<file path="src/rtl/mips_cpu_pkg.sv">
// Shared types and constants for the HI/LO multiply/divide unit.
package mips_cpu_pkg;

    typedef enum logic [2:0] {
        OP_MULT  = 3'd0,
        OP_MULTU = 3'd1,
        OP_DIV   = 3'd2,
        OP_DIVU  = 3'd3,
        OP_MTHI  = 3'd4,
        OP_MTLO  = 3'd5
    } multdiv_op_t;

    typedef enum logic [2:0] {
        ST_IDLE = 3'd0,
        ST_MUL  = 3'd1,
        ST_DIV  = 3'd2,
        ST_FIX  = 3'd3,
        ST_FIN  = 3'd4
    } multdiv_state_t;

    localparam logic RESET_HI_LO = '0;

endpackage

</file>
<file path="src/rtl/mips_cpu_multdiv_divider.sv">
// Iterative restoring unsigned divider: one quotient bit per step, WIDTH steps.
module mips_cpu_multdiv_divider
    import mips_cpu_pkg::*;
#(
    parameter int unsigned WIDTH = 32
) (
    input  logic             clk,
    input  logic             reset,
    input  logic             i_start,
    input  logic             i_step,
    input  logic [WIDTH-1:0] i_dividend,
    input  logic [WIDTH-1:0] i_divisor,
    output logic [WIDTH-1:0] o_quotient,
    output logic [WIDTH-1:0] o_remainder,
    output logic             o_last_step
);

    localparam int unsigned CW = $clog2(WIDTH);

    logic [WIDTH-1:0] r_rem;
    logic [WIDTH-1:0] r_quo;
    logic [WIDTH-1:0] r_divisor;
    logic [CW-1:0]    r_count;
    logic [WIDTH:0]   w_partial;
    logic [WIDTH:0]   w_trial;

    // Shift the next dividend bit into the partial remainder and try a subtract.
    always_comb begin
        w_partial = {r_rem, r_quo[WIDTH-1]};
        w_trial   = w_partial - {1'b0, r_divisor};
    end

    // Load operands on start; otherwise retire one quotient bit per step.
    always_ff @(posedge clk) begin
        if (!reset) begin
            r_rem     <= '0;
            r_quo     <= '0;
            r_divisor <= '0;
            r_count   <= '0;
        end else if (i_start) begin
            r_rem     <= '0;
            r_quo     <= i_dividend;
            r_divisor <= i_divisor;
            r_count   <= '0;
        end else if (i_step) begin
            if (!w_trial[WIDTH]) begin
                r_rem <= w_trial[WIDTH-1:0];
                r_quo <= {r_quo[WIDTH-2:0], 1'b1};
            end else begin
                r_rem <= w_partial[WIDTH-1:0];
                r_quo <= {r_quo[WIDTH-2:0], 1'b0};
            end
            r_count <= r_count + CW'(1);
        end
    end

    assign o_quotient  = r_quo;
    assign o_remainder = r_rem;
    assign o_last_step = (r_count == CW'(WIDTH - 1));

endmodule

</file>
<file path="src/rtl/mips_cpu_multdiv.sv">
// HI/LO multiply/divide unit: MULT(U), DIV(U), MTHI, MTLO with valid/ready handshake.
module mips_cpu_multdiv
    import mips_cpu_pkg::*;
#(
    parameter int unsigned WIDTH         = 32,
    parameter bit          MUL_ITERATIVE = 1'b0
) (
    input  logic             clk,
    input  logic             reset,
    input  logic             clk_enable,
    input  logic             op_valid,
    input  logic [2:0]       op_code,
    input  logic [WIDTH-1:0] op_a,
    input  logic [WIDTH-1:0] op_b,
    output logic             op_ready,
    output logic             busy,
    output logic             done,
    output logic             div_by_zero,
    output logic [WIDTH-1:0] hi,
    output logic [WIDTH-1:0] lo
);

    localparam int unsigned CW = $clog2(WIDTH);

    multdiv_state_t     r_state;
    multdiv_state_t     w_next_state;

    logic [WIDTH-1:0]   r_hi;
    logic [WIDTH-1:0]   r_lo;
    logic               r_done;
    logic               r_dbz;
    logic               r_is_div;
    logic               r_neg_q;
    logic               r_neg_r;
    logic [2*WIDTH-1:0] r_mcand;
    logic [WIDTH-1:0]   r_mplier;
    logic [2*WIDTH-1:0] r_prod;
    logic [CW-1:0]      r_mul_cnt;

    logic               w_accept;
    logic               w_op_signed;
    logic               w_op_div;
    logic               w_op_mul;
    logic               w_b_zero;
    logic [WIDTH-1:0]   w_mag_a;
    logic [WIDTH-1:0]   w_mag_b;
    logic               w_mul_last;
    logic [2*WIDTH-1:0] w_mag_prod;
    logic [2*WIDTH-1:0] w_prod_src;
    logic [2*WIDTH-1:0] w_prod_fixed;
    logic [WIDTH-1:0]   w_quo;
    logic [WIDTH-1:0]   w_rem;
    logic [WIDTH-1:0]   w_quo_fixed;
    logic [WIDTH-1:0]   w_rem_fixed;
    logic               w_div_last;
    logic               w_div_start;
    logic               w_div_step;

    // Request decode and operand magnitudes taken from the live ports at acceptance.
    always_comb begin
        w_accept    = clk_enable & op_valid & (r_state == ST_IDLE);
        w_op_signed = (op_code == OP_MULT) || (op_code == OP_DIV);
        w_op_div    = (op_code == OP_DIV)  || (op_code == OP_DIVU);
        w_op_mul    = (op_code == OP_MULT) || (op_code == OP_MULTU);
        w_b_zero    = (op_b == '0);
        w_mag_a     = (w_op_signed && op_a[WIDTH-1]) ? ('0 - op_a) : op_a;
        w_mag_b     = (w_op_signed && op_b[WIDTH-1]) ? ('0 - op_b) : op_b;
        w_div_start = w_accept & w_op_div & ~w_b_zero;
        w_div_step  = clk_enable & (r_state == ST_DIV);
    end

    // Product/quotient sign fix-up; the single-cycle product reuses the same fix-up.
    always_comb begin
        w_mul_last   = (r_mul_cnt == CW'(WIDTH - 1));
        w_mag_prod   = r_mcand * {{WIDTH{1'b0}}, r_mplier};
        w_prod_src   = MUL_ITERATIVE ? r_prod : w_mag_prod;
        w_prod_fixed = r_neg_q ? ('0 - w_prod_src) : w_prod_src;
        w_quo_fixed  = r_neg_q ? ('0 - w_quo) : w_quo;
        w_rem_fixed  = r_neg_r ? ('0 - w_rem) : w_rem;
    end

    mips_cpu_multdiv_divider #(
        .WIDTH(WIDTH)
    ) u_divider (
        .clk         (clk),
        .reset       (reset),
        .i_start     (w_div_start),
        .i_step      (w_div_step),
        .i_dividend  (w_mag_a),
        .i_divisor   (w_mag_b),
        .o_quotient  (w_quo),
        .o_remainder (w_rem),
        .o_last_step (w_div_last)
    );

    // FSM state register; reset wins over clk_enable.
    always_ff @(posedge clk) begin
        if (!reset) begin
            r_state <= ST_IDLE;
        end else if (clk_enable) begin
            r_state <= w_next_state;
        end
    end

    // Next-state logic.
    always_comb begin
        w_next_state = r_state;
        case (r_state)
            ST_IDLE: begin
                if (op_valid) begin
                    if (w_op_mul) begin
                        w_next_state = ST_MUL;
                    end else if (w_op_div && !w_b_zero) begin
                        w_next_state = ST_DIV;
                    end else begin
                        w_next_state = ST_FIN;
                    end
                end
            end
            ST_MUL: begin
                if (!MUL_ITERATIVE) begin
                    w_next_state = ST_FIN;
                end else if (w_mul_last) begin
                    w_next_state = ST_FIX;
                end
            end
            ST_DIV: begin
                if (w_div_last) begin
                    w_next_state = ST_FIX;
                end
            end
            ST_FIX:  w_next_state = ST_FIN;
            ST_FIN:  w_next_state = ST_IDLE;
            default: w_next_state = ST_IDLE;
        endcase
    end

    // Datapath: operand capture, shift-add steps, HI/LO writes, done and sticky flag.
    always_ff @(posedge clk) begin
        if (!reset) begin
            r_hi      <= {WIDTH{RESET_HI_LO}};
            r_lo      <= {WIDTH{RESET_HI_LO}};
            r_done    <= 1'b0;
            r_dbz     <= 1'b0;
            r_is_div  <= 1'b0;
            r_neg_q   <= 1'b0;
            r_neg_r   <= 1'b0;
            r_mcand   <= '0;
            r_mplier  <= '0;
            r_prod    <= '0;
            r_mul_cnt <= '0;
        end else if (clk_enable) begin
            r_done <= (w_next_state == ST_FIN);
            if (w_accept) begin
                r_dbz     <= w_op_div & w_b_zero;
                r_is_div  <= w_op_div;
                r_neg_q   <= w_op_signed & (op_a[WIDTH-1] ^ op_b[WIDTH-1]);
                r_neg_r   <= w_op_signed & op_a[WIDTH-1];
                r_mcand   <= {{WIDTH{1'b0}}, w_mag_a};
                r_mplier  <= w_mag_b;
                r_prod    <= '0;
                r_mul_cnt <= '0;
                if (op_code == OP_MTHI) begin
                    r_hi <= op_a;
                end
                if (op_code == OP_MTLO) begin
                    r_lo <= op_a;
                end
            end
            case (r_state)
                ST_MUL: begin
                    if (!MUL_ITERATIVE) begin
                        {r_hi, r_lo} <= w_prod_fixed;
                    end else begin
                        if (r_mplier[0]) begin
                            r_prod <= r_prod + r_mcand;
                        end
                        r_mcand   <= r_mcand << 1;
                        r_mplier  <= r_mplier >> 1;
                        r_mul_cnt <= r_mul_cnt + CW'(1);
                    end
                end
                ST_FIX: begin
                    if (r_is_div) begin
                        r_lo <= w_quo_fixed;
                        r_hi <= w_rem_fixed;
                    end else begin
                        {r_hi, r_lo} <= w_prod_fixed;
                    end
                end
                default: ;
            endcase
        end
    end

    assign op_ready    = (r_state == ST_IDLE);
    assign busy        = ~op_ready;
    assign done        = r_done;
    assign div_by_zero = r_dbz;
    assign hi          = r_hi;
    assign lo          = r_lo;

endmodule

</file>
<file path="config.mk">
export PLATFORM = sky130hd
export DESIGN_NAME = mips_cpu_multdiv
export DESIGN_NICKNAME = d
export VERILOG_FILES = /design/src/rtl/mips_cpu_pkg.sv /design/src/rtl/mips_cpu_multdiv_divider.sv /design/src/rtl/mips_cpu_multdiv.sv
export SDC_FILE = /design/constraint.sdc
export NUM_CORES = 2
export LEC_CHECK = 0
export ABC_AREA = 1
export CORE_ASPECT_RATIO = 1.4
export CORE_UTILIZATION = 65
export CTS_CLUSTER_DIAMETER = 80
export DETAILED_ROUTE_END_ITERATION = 10
export PLACE_DENSITY = 0.83
export SETUP_SLACK_MARGIN = 0.3
export SKIP_LAST_GASP = 1
export SLEW_MARGIN = 20
export SYNTH_ARGS = -nofsm -noshare
export SYNTH_HDL_FRONTEND = slang
export SYNTH_SLANG_ARGS = --single-unit
</file>
<file path="constraint.sdc">
create_clock -name clk -period 9.6 [get_ports clk]
set_input_delay 1.92 -clock clk [delete_from_list [all_inputs] [get_ports clk]]
set_output_delay 1.92 -clock clk [all_outputs]
set_load 0.05 [all_outputs]
</file>
==> metrics.cfg <==
[run_status]
run_status=finished with violations
failed_checks=design-rule violations

[clock_network]
tritoncts=built
clk_pin_slew_worst_paths_ps=70
clk_latency_ps=640
cts_setup_buffers=0
buffer_cell_driving_the_clock_tree_root=sky130_fd_sc_hd__clkbuf_16
cts_buffer_depth=3
depth_of_the_cts_h_tree=1
numClockSinks=237
inserted_clock_buffers=30

[global_routing]
wire_length_of_the_first_global_routing_pass_mm=282
grt.overflow.total=0
groute.usage.overall=0.443
vias_in_the_first_global_route=52200
grt_antenna_before_repair=8
maximum_number_of_pins_on_one_net_before_global_route_repair=85

[placement]
detailed_place.area_um2=55800
pre_cts_setup_slack_ps=684
place.gp.congestion=1.12
hpwl_after_detailed_placement_mm=150
place.port_buffers=138

[timing]
drv_slew=0
worst_slew_margin_rel=0.212
rsz0062_at_grt=false
timing.final.crit_share=0.941
setup_ws_ps=568
finalSetupTns_ps=0
worst_clock_skew_ps=37.9
final.hold.worst_slack_ps=465
hold_violations=0
final_period_minus_worst_setup_slack_ps=9030
worst_max_slew_pin_slew_ps=1180
setup-violations-final=0
maxClockFrequency_mhz=111

[layout]
final_net_count=8991
area_delta_synth_final_pct=6.37
drive_gt1_frac=0.0358
finalInstanceArea_um2=56800
layout.filler_cells=6883
final_core_utilization=0.697

[floorplan]
die_x_um=244
start_util=0.656
floorplan.die_area_um2=83300
fp.dieH_um=341
io_pins=139
core.rowCount=124
core_region_um2=81500

[yosys]
netlist_area_um2=53400
synth_compound_gate_area_share=0.0866
syn-mean-instance-area_um2=6.84
synth_simple_gate_area_frac=0.225
synthesis.yosys.warnings=0
synthFlopType=sky130_fd_sc_hd__dfxtp_1
synth.distinct_cells=56
synth_seq_cells=237
largest_family_of_logic_cells_by_synthesized_area=adder cells
syn_nets=9076
syn-instance-count=7806
ys_async_sr_fraction=0
number_of_synthesized_flops_with_an_enable_pin=0
yosys.area_share.adder=0.407
muxShareOfSynthArea=0
yosys.area_share.xor_xnor=0.0201
yosysSeqAreaShare=0.0889

[setup_path]
timing.reg2reg.worst_path_depth=32
crit_required_ps=10100
worstPathArrival_ps=9540
criticalPathCategory=reg -> reg
worst_setup_path_end_kind=register
critical_path.startpoint_type=register
r2r_setup_slack_ps=570
worst_r2r_dst=hi[28]
worst-path-max-fanout=15
critical_path.most_common_cell=sky130_fd_sc_hd__nand2_1
crit-reg2reg-launch=r_mplier[20]
max_stage_delay_ps=930
critical_path_cell_with_the_highest_stage_delay=sky130_fd_sc_hd__dfxtp_1

[detailed_routing]
drt_first_iter_violations=4387
detailedRoute.firstPassIterationCount=11
wirelength_met1_mm=61.8
highest_layer=met5
drc=2
vias=50400
routed-wl-met3_mm=17.0
routed_wire_length_per_instance_um=20.6
drt.antenna.violating_nets=0
detail_route.vias_per_cell=5.71
totalWireLength_mm=182
detailroute.wirelength.met2_mm=88.5

[hold_path]
min_delay_worst_type=reg -> reg
hold_end=u_divider.r_divisor[4]
timing.hold.worst.start=u_divider.r_divisor[4]
worst_hold_path.num_cells=2

[power]
power-per-cell-area_nw_per_um2=103
power.leakage_nw=33.2
power.ir.vdd_worst_v=0.000158

[job]
timing.max_cap.violations=0

## cells by family after synthesis
logic type / Yosys count
AOI/OAI and AO/OA: 817
xor gates and xnor gates: 121
adders and majority gates: 1199
buffers and inverters: 2449
DFF: 237
and+or+nand+nor: 2983
## registers in the layout, indices dropped and copies added (netlist names)
register / cells
done: 1
u_divider.r_divisor: 32
u_divider.r_count: 5
r_neg_r: 1
div_by_zero: 1
r_state: 3
r_mplier: 32
u_divider.o_remainder: 32
u_divider.o_quotient: 32
r_is_div: 1
hi: 32
r_mcand: 32
lo: 32
r_neg_q: 1
## metal layers
metal,GRT usage,up-vias
met2,0.764,2745
met3,0.0873,860
met4,0.303,8
met1,0.490,24100
met5,0,-
li1,-,22700
## cells in the mapped netlist, drive strengths merged, types with 3 or more instances
cell | number | share of area
nand2 | 2226 | 0.16
inv | 2058 | 0.14
fa | 897 | 0.34
nor2 | 408 | 0.030
clkbuf | 365 | 0.026
o21ai | 322 | 0.030
ha | 302 | 0.071
a21oi | 269 | 0.025
dfxtp | 237 | 0.089
nand3 | 194 | 0.020
xor2 | 84 | 0.014
a31oi | 73 | 0.0086
nor3 | 57 | 0.0059
o211ai | 56 | 0.0079
nand4 | 48 | 0.0056
o21bai | 39 | 0.0056
xnor2 | 37 | 0.0064
buf | 21 | 0.0017
nand3b | 14 | 0.0020
or2 | 13 | 0.0015
nor4 | 12 | 0.0014
o221ai | 12 | 0.0020
a221oi | 10 | 0.0016
o21a | 8 | 0.0011
a41oi | 6 | 0.00098
clkinv | 5 | 0.00035
o22ai | 5 | 0.00059
and3 | 4 | 0.00047
o31ai | 4 | 0.00056
and2 | 3 | 0.00035
nor3b | 3 | 0.00042
## through the flow
step	total power, mW	cells
after floorplan	3.36	7806
after global placement	4.50	8760
after detailed placement	4.52	8760
after CTS	5.77	8813
after global routing	6.20	8813
final	5.86	8817
## worst max path at each step
stage	from	to	slack (ps)	depth (start not counted)
3_3_place_gp	r_mplier[5]	hi[31]	700	31
5_1_grt	r_mplier[6]	hi[30]	370	33
2_1_floorplan	r_mplier[5]	hi[25]	2450	38
6_report	r_mplier[20]	hi[28]	570	32
3_5_place_dp	r_mplier[5]	hi[28]	680	32
4_1_cts	r_mplier[5]	hi[20]	630	32
## cell type report
type,instances,area [µm²],share of cell area
multi-input cells,5120,39500,0.695
diodes,4,10.0,0.000176
well taps,1071,1340,0.0236
repair buffers,269,2450,0.0431
clock buffers,38,851,0.0150
clock inverters,15,165,0.00291
flip-flops and latches,237,4750,0.0836
inverters,2063,7740,0.136
## critical path: cells and delay by family, from the launching register on
family                     cells  cell delay [ps]
adders and majority gates      9             4220
and+or+nand+nor               16             2880
DFF                            1              930
buffers and inverters          5              670
AOI/OAI and AO/OA              2              190
## placed cells by master (no fill, tap or decap), types with 125 or more instances in the layout
| cell type | count |
|---|---|
| sky130_fd_sc_hd__nand2_1 | 2208 |
| sky130_fd_sc_hd__buf_4 | 125 |
| sky130_fd_sc_hd__a21oi_1 | 266 |
| sky130_fd_sc_hd__inv_1 | 2050 |
| sky130_fd_sc_hd__nand3_1 | 181 |
| sky130_fd_sc_hd__ha_1 | 302 |
| sky130_fd_sc_hd__dfxtp_1 | 233 |
| sky130_fd_sc_hd__nor2_1 | 385 |
| sky130_fd_sc_hd__fa_1 | 897 |
| sky130_fd_sc_hd__o21ai_0 | 308 |
| sky130_fd_sc_hd__clkdlybuf4s50_1 | 137 |
## where the power goes
part	total, mW	switching (mW)	leakage, nW	internal (mW)
registers	1.14	0.113	1.93	1.03
clock network	1.21	0.531	0.502	0.683
logic	3.50	2.39	30.8	1.11
## repair_timing
action / 4_1_cts / 5_1_grt
resized for setup: 0 / 1
hold buffers: 0 / 0
setup endpoints to repair: 0 / 3
(Power assumes the default switching activity.)
